**src/rtl/pir_pkg.sv**
```systemverilog
// Shared definitions for the PIR motion-detection controller and the PIR
// sensor emulator: sample width, idle/threshold defaults, the one-hot state
// encoding and a saturating sample helper.
package pir_pkg;

  localparam int SAMPLE_W         = 7;
  localparam int DEFAULT_BASELINE = 10;
  // Motion threshold used by the controller; the emulator's default peaks
  // are chosen relative to it.
  localparam int MOTION_THRESHOLD = 50;
  localparam logic [7:0] LFSR_SEED = 8'hA5;

  // One-hot, matching the controller's encoding style.
  typedef enum logic [3:0] {
    ST_IDLE = 4'b0001,
    ST_RISE = 4'b0010,
    ST_HOLD = 4'b0100,
    ST_FALL = 4'b1000
  } pir_state_e;

  // Sums are formed on 8 bits so level + noise can never wrap; clamp to 127.
  function automatic logic [SAMPLE_W-1:0] sat127(input logic [7:0] v);
    return (v > 8'd127) ? 7'd127 : v[SAMPLE_W-1:0];
  endfunction

endpackage

```
**src/rtl/pir_lfsr8.sv**
```systemverilog
// 8-bit Fibonacci LFSR, taps 8,6,5,4, shifting left with feedback into bit 0.
// Ports:
//   clk     - system clock
//   rst     - synchronous active-high reset, loads SEED
//   advance - step the register by one position this cycle
//   value   - current register contents
module pir_lfsr8
  import pir_pkg::*;
#(
  parameter logic [7:0] SEED = LFSR_SEED
) (
  input  logic       clk,
  input  logic       rst,
  input  logic       advance,
  output logic [7:0] value
);

  logic [7:0] lfsr_q;
  logic [7:0] lfsr_d;
  logic       feedback;

  assign feedback = lfsr_q[7] ^ lfsr_q[5] ^ lfsr_q[4] ^ lfsr_q[3];
  assign lfsr_d   = advance ? {lfsr_q[6:0], feedback} : lfsr_q;

  // NOTE: state registers use non-blocking assignments so every flop samples
  // pre-edge values regardless of the order the processes are evaluated in.
  always_ff @(posedge clk) begin
    if (rst) lfsr_q <= SEED;
    else     lfsr_q <= lfsr_d;
  end

  assign value = lfsr_q;

endmodule

```
**src/rtl/pir_sensor_emulator.sv**
```systemverilog
// PIR sensor emulator: three 7-bit sample streams sitting at BASELINE (plus
// optional 0..3 LFSR noise) with programmable rise/hold/fall motion events.
// Samples update once per SAMPLE_DIV clocks.
// Ports:
//   clk, rst              - clock, synchronous active-high reset
//   enable                - 0 freezes divider, FSM and outputs
//   trigger               - one-cycle request to start an event (IDLE only)
//   trigger_sel[2:0]      - channel mask for the event
//   peak_level[6:0]       - event peak, raised to BASELINE if lower
//   pir_sensor_1..3[6:0]  - sample streams
//   sample_strobe         - high in the cycle the sample outputs change
//   busy                  - event in progress
//   event_count[7:0]      - completed events, saturating
module pir_sensor_emulator
  import pir_pkg::*;
#(
  parameter int BASELINE   = DEFAULT_BASELINE,
  parameter int RAMP_STEP  = 5,
  parameter int HOLD_TICKS = 40,
  parameter int SAMPLE_DIV = 4,
  parameter bit NOISE_EN   = 1'b1
) (
  input  logic                clk,
  input  logic                rst,
  input  logic                enable,
  input  logic                trigger,
  input  logic [2:0]          trigger_sel,
  input  logic [SAMPLE_W-1:0] peak_level,
  output logic [SAMPLE_W-1:0] pir_sensor_1,
  output logic [SAMPLE_W-1:0] pir_sensor_2,
  output logic [SAMPLE_W-1:0] pir_sensor_3,
  output logic                sample_strobe,
  output logic                busy,
  output logic [7:0]          event_count
);

  localparam int DIV_W = (SAMPLE_DIV > 1) ? $clog2(SAMPLE_DIV) : 1;
  localparam logic [DIV_W-1:0] DIV_LAST = DIV_W'(SAMPLE_DIV - 1);
  localparam logic [7:0] BASE8     = 8'(BASELINE);
  localparam logic [7:0] STEP8     = 8'(RAMP_STEP);
  localparam logic [7:0] HOLD8     = 8'(HOLD_TICKS);
  // Any level above this still lands strictly above BASELINE after one step.
  localparam logic [7:0] FALL_MIN8 = 8'(BASELINE + RAMP_STEP);

  pir_state_e          state_q, state_d;
  logic [7:0]          level_q, level_d;
  logic [7:0]          peak_q, peak_d;
  logic [2:0]          sel_q, sel_d;
  logic [7:0]          hold_q, hold_d;
  logic [7:0]          events_q, events_d;
  logic [DIV_W-1:0]    div_q, div_d;
  logic [SAMPLE_W-1:0] s1_q, s1_d, s2_q, s2_d, s3_q, s3_d;
  logic                strobe_q;

  logic                tick;
  logic [7:0]          lfsr_value;
  logic [7:0]          noise;
  logic [7:0]          rise_sum;
  logic [SAMPLE_W-1:0] active_sample;
  logic [SAMPLE_W-1:0] idle_sample;
  logic                unused_lfsr_bits;

  assign tick = enable && (div_q == DIV_LAST);

  pir_lfsr8 u_lfsr (
    .clk     (clk),
    .rst     (rst),
    .advance (tick),
    .value   (lfsr_value)
  );

  // Noise comes from the LFSR value held during the tick, before it steps.
  assign noise            = NOISE_EN ? {6'b0, lfsr_value[1:0]} : 8'd0;
  assign unused_lfsr_bits = ^lfsr_value[7:2];
  assign rise_sum         = level_q + STEP8;

  // NOTE: every variable driven here gets a default first, so no path can
  // leave it unassigned and infer a latch.
  always_comb begin
    state_d  = state_q;
    level_d  = level_q;
    peak_d   = peak_q;
    sel_d    = sel_q;
    hold_d   = hold_q;
    events_d = events_q;
    div_d    = div_q;

    if (enable) div_d = (div_q == DIV_LAST) ? '0 : div_q + 1'b1;

    case (state_q)
      ST_IDLE: begin
        if (enable && trigger && (trigger_sel != 3'b000)) begin
          sel_d   = trigger_sel;
          peak_d  = ({1'b0, peak_level} > BASE8) ? {1'b0, peak_level} : BASE8;
          state_d = ST_RISE;
        end
      end
      ST_RISE: begin
        if (tick) begin
          if (rise_sum >= peak_q) begin
            level_d = peak_q;
            hold_d  = 8'd0;
            state_d = ST_HOLD;
          end else begin
            level_d = rise_sum;
          end
        end
      end
      ST_HOLD: begin
        if (tick) begin
          hold_d = hold_q + 8'd1;
          if (hold_d == HOLD8) state_d = ST_FALL;
        end
      end
      ST_FALL: begin
        if (tick) begin
          if (level_q > FALL_MIN8) begin
            level_d = level_q - STEP8;
          end else begin
            level_d  = BASE8;
            state_d  = ST_IDLE;
            events_d = (events_q == 8'hFF) ? events_q : events_q + 8'd1;
          end
        end
      end
      default: state_d = ST_IDLE;
    endcase
  end

  // Outputs take the level being written on this tick, so they move together
  // with the FSM rather than one sample behind it.
  assign active_sample = sat127(level_d + noise);
  assign idle_sample   = sat127(BASE8 + noise);

  always_comb begin
    s1_d = s1_q;
    s2_d = s2_q;
    s3_d = s3_q;
    if (tick) begin
      s1_d = sel_q[0] ? active_sample : idle_sample;
      s2_d = sel_q[1] ? active_sample : idle_sample;
      s3_d = sel_q[2] ? active_sample : idle_sample;
    end
  end

  always_ff @(posedge clk) begin
    if (rst) begin
      state_q  <= ST_IDLE;
      level_q  <= BASE8;
      peak_q   <= BASE8;
      sel_q    <= 3'b000;
      hold_q   <= 8'd0;
      events_q <= 8'd0;
      div_q    <= '0;
      s1_q     <= BASE8[SAMPLE_W-1:0];
      s2_q     <= BASE8[SAMPLE_W-1:0];
      s3_q     <= BASE8[SAMPLE_W-1:0];
      strobe_q <= 1'b0;
    end else begin
      state_q  <= state_d;
      level_q  <= level_d;
      peak_q   <= peak_d;
      sel_q    <= sel_d;
      hold_q   <= hold_d;
      events_q <= events_d;
      div_q    <= div_d;
      s1_q     <= s1_d;
      s2_q     <= s2_d;
      s3_q     <= s3_d;
      strobe_q <= tick;
    end
  end

  assign pir_sensor_1  = s1_q;
  assign pir_sensor_2  = s2_q;
  assign pir_sensor_3  = s3_q;
  assign sample_strobe = strobe_q;
  assign busy          = (state_q != ST_IDLE);
  assign event_count   = events_q;

endmodule

```
**config.mk**
```make
export PLATFORM = sky130hd
export DESIGN_NAME = pir_sensor_emulator
export DESIGN_NICKNAME = d
export VERILOG_FILES = /design/src/rtl/pir_pkg.sv /design/src/rtl/pir_lfsr8.sv /design/src/rtl/pir_sensor_emulator.sv
export SDC_FILE = /design/constraint.sdc
export NUM_CORES = 1
export LEC_CHECK = 0
export ABC_AREA = 1
export BUFFER_PORTS_ARGS = -buffer_cell sky130_fd_sc_hd__buf_2
export CORE_MARGIN = 2
export CORE_UTILIZATION = 57
export DETAILED_ROUTE_END_ITERATION = 10
export PLACE_DENSITY = 0.75
export SYNTH_ARGS = -nofsm -noshare
export SYNTH_HDL_FRONTEND = slang
export SYNTH_SLANG_ARGS = --single-unit
export TNS_END_PERCENT = 1
```
**constraint.sdc**
```tcl
create_clock -name clk -period 4.8 [get_ports clk]
set_clock_uncertainty 0.05 [all_clocks]
set_input_delay 0.72 -clock clk [delete_from_list [all_inputs] [get_ports clk]]
set_output_delay 0.72 -clock clk [all_outputs]
set_load 0.02 [all_outputs]
```
==> out/qor.txt <==
Clock sink total: 70
Initial Utilization: 0.5936
Vias: 3,580
Ys async rst share: 0
CTS Root Cell: clkbuf_8
RSZ-0062 raised after global routing: no
Psw: 0.4848 mW
CTS hold repair buffers: 0
Worst Hold Class: flip-flop to flip-flop
Final setup viols: 0
Die X: 85.78 µm
Flop2flop setup slack: 0.53 ns
Peak supply drop: 0.0002399 V
CTS HTree Levels: 3
Port buffer count: 44
Crit-path cells: ha_1 -> o21ai_1 -> nor3_1 -> xor2_1 -> ha_1 -> a21oi_1 -> o21a_1 -> nand2_2 -> nor2_4 -> nand2_4 -> inv_1 -> nand2_1 -> o211ai_1 -> nand3_1 -> a22oi_1 -> ha_1 -> a21oi_1 -> nor2_4 -> nand3_1 -> nand2_1 -> nand2_2 -> nand3_1 -> nand2_1 -> nand2_1
Layout fillers: 562
Post-Place Cell Area: 0.004091 mm²
DR WL/cell: 13.42 µm
Period utilization: 0.8890
Sw frac: 0.3486
Final Wtd Congestion: 0.8811
Register area share after synthesis: 0.3676
Core region area: 0.006422 mm²
Total track usage: 0.2587
Tightest Pin Transition: 0.7385 ns
Nets: 609
Hold Violations, Final: 0
Syn Nets: 563
Most used DFF post-synth: dfxtp_1
Pleak: 1.993 nW
Min Tclk post-route: 4.267 ns
IO Pins: 45
DP Cell Count: 646
Clock share of power: 0.322
Clock Latency Late Sink: 0.35 ns
Clock Pin Slew Worst Setup and Hold Paths: 0.08 ns
Slew Limit Headroom: 0.5071
R2r worst-path depth: 24
Initial antenna violation count: 0
FF-to-FF End: pir_sensor_3[6]
Most common cell after layout, fill and taps aside: nand2_1
First-pass GRT wire length: 15.34 mm
Critical Path Fanout Max: 13
CP peak stage delay: 0.49 ns
Pin count of the biggest net entering global routing: 31
Drt pass-1 iters: 5
Post-CTS resize count: 0
Outcome: complete, no violations
EDFF count, synth: 0
Non-Filler Instances: 662
CTS Buf Count: 9
Fmax: 234.4 MHz
Synth Instances: 534
Remaining DRCs: 0
Most Frequent Cell on Critical Path: nand2_1
Post-synth cell types: 42
Diode count: 0
Hold WS: 0.4009 ns
Logic pwr share: 0.219
Iteration-0 DRC Markers: 224
CP Launch Type: flip-flop
CTS tree: built
Final instance area: 0.004278 mm²
Hold_sp: pir_sensor_2[6]
# Post-CTS Setup Buffers: 0
Setup TNS: 0 ns
ANT nets after route: 0
GR Overflow Total: 0
Synth area leaders: dfxtp_1, nand2_1, inv_1, nand3_1, a21oi_1
Slew Limit Fails: 0
Hold depth: 2
Hold Path End: pir_sensor_2[6]
Synthesis-to-layout area growth: 12.21%
Power Dens Cells: 325.1 mW/mm²
Area of the mapped netlist: 0.003812 mm²
Synth Warn #: 0
Mapped Avg Cell Area: 7.139 µm²
Crit end category: flip-flop
Crit Path Class: flip-flop to flip-flop
DIE HEIGHT: 85.78 µm
Slowest cell on crit path: dfxtp_1
CP Data Arrival Time: 4.47 ns
Flops & latches, synth: 70
FP Rows: 29
Most frequent cells in the layout: nand2_1, inv_1, dfxtp_1, nand3_1, buf_2
Maximum capacitance violations: 0
Vias per inst: 5.408
Internal: 0.9058 mW
Number of global-route vias before repair: 3,427
Total power: 1.391 mW
Proportion of netlist area held by the largest area contributor: 0.3676
Seq pwr share: 0.459
Critical path data required time: 5.00 ns
CTS max path bufs: 2
Reg2Reg Launch Point: level_q[0]
Die area: 0.007358 mm²
DRT Wirelength: 8.884 mm
Share of layout cells above drive strength 1: 0.1607
Post-synth top area cell: dfxtp_1
Hpwl dp: 6.630 mm
## cells by family after synthesis
family                     synth area share
adders and majority gates           0.05120
buffers and inverters               0.08533
AOI/OAI and AO/OA                    0.1316
DFF                                  0.3676
xor gates and xnor gates            0.04365
and+or+nand+nor                      0.3206
## power groups by stage
stage / combinational [mW] / sequential [mW] / clock, mW
final: 0.304 / 0.638 / 0.448
after global routing: 0.353 / 0.643 / 0.484
after CTS: 0.304 / 0.638 / 0.459
after detailed placement: 0.301 / 0.652 / 0
after global placement: 0.293 / 0.650 / 0
after floorplan: 0.233 / 0.647 / 0
## area by class of cell
class,count,area (µm²),area share
repair buffers,45,227.7,0.05323
clock buffers,9,123.9,0.02896
flip-flops and latches,70,1401,0.3276
clock inverters,7,62.56,0.01462
well taps,77,96.34,0.02252
inverters,74,280.3,0.06552
multi-input cells,380,2086,0.4876
## stage by stage
step	setup WS (ns)	utilization
after global placement	0.7821	0.6371
after global routing	0.01819	0.6661
after floorplan	1.068	-
final	0.5330	0.6661
after detailed placement	0.5820	0.6371
after CTS	0.5631	0.6661
## worst max-delay path: cells and delay by family (launching register included)
family                     cells  cell delay [ns]
xor gates and xnor gates       1             0.26
and+or+nand+nor               13             1.43
adders and majority gates      3             0.83
AOI/OAI and AO/OA              6             0.97
buffers and inverters          1             0.14
DFF                            1             0.49
## cell usage after synthesis (4+ instances only)
library cell	count
nand2_1	127
dfxtp_1	70
inv_1	70
nand3_1	48
nor2_1	39
a21oi_1	36
o21ai_0	30
ha_1	14
xor2_1	10
clkbuf_1	9
xnor2_1	9
nand2_2	8
nand4_1	7
nor3_1	6
nor2_4	5
o21ai_1	4
or2_2	4
## worst max-delay path by stage
stage,end,slack (ns),start,cells past startpoint
2_1_floorplan,pir_sensor_3[2],1.07,level_q[0],25
3_5_place_dp,pir_sensor_3[6],0.58,level_q[0],24
4_1_cts,pir_sensor_3[6],0.56,level_q[0],24
6_report,pir_sensor_3[6],0.53,level_q[0],24
3_3_place_gp,pir_sensor_2[6],0.78,level_q[0],24
5_1_grt,pir_sensor_3[6],0.02,level_q[0],24
## flip-flops by register name (all words and copies together) (netlist names)
| name | flops |
|---|---|
| hold_q | 8 |
| sample_strobe | 1 |
| u_lfsr.value | 8 |
| div_q | 2 |
| state_q | 4 |
| pir_sensor_1 | 7 |
| pir_sensor_3 | 7 |
| event_count | 8 |
| peak_q | 7 |
| pir_sensor_2 | 7 |
| sel_q | 3 |
| level_q | 8 |
## metal layers
metal / global-route usage / up-vias / share of wire
met1: 0.3486 / 1654 / 0.46
met2: 0.4119 / 91 / 0.48
met3: 0.05005 / 11 / 0.052
li1: - / 1824 / -
met5: 0 / - / 0
met4: 0.09812 / 0 / 0.015
(Power assumes the default switching activity.)
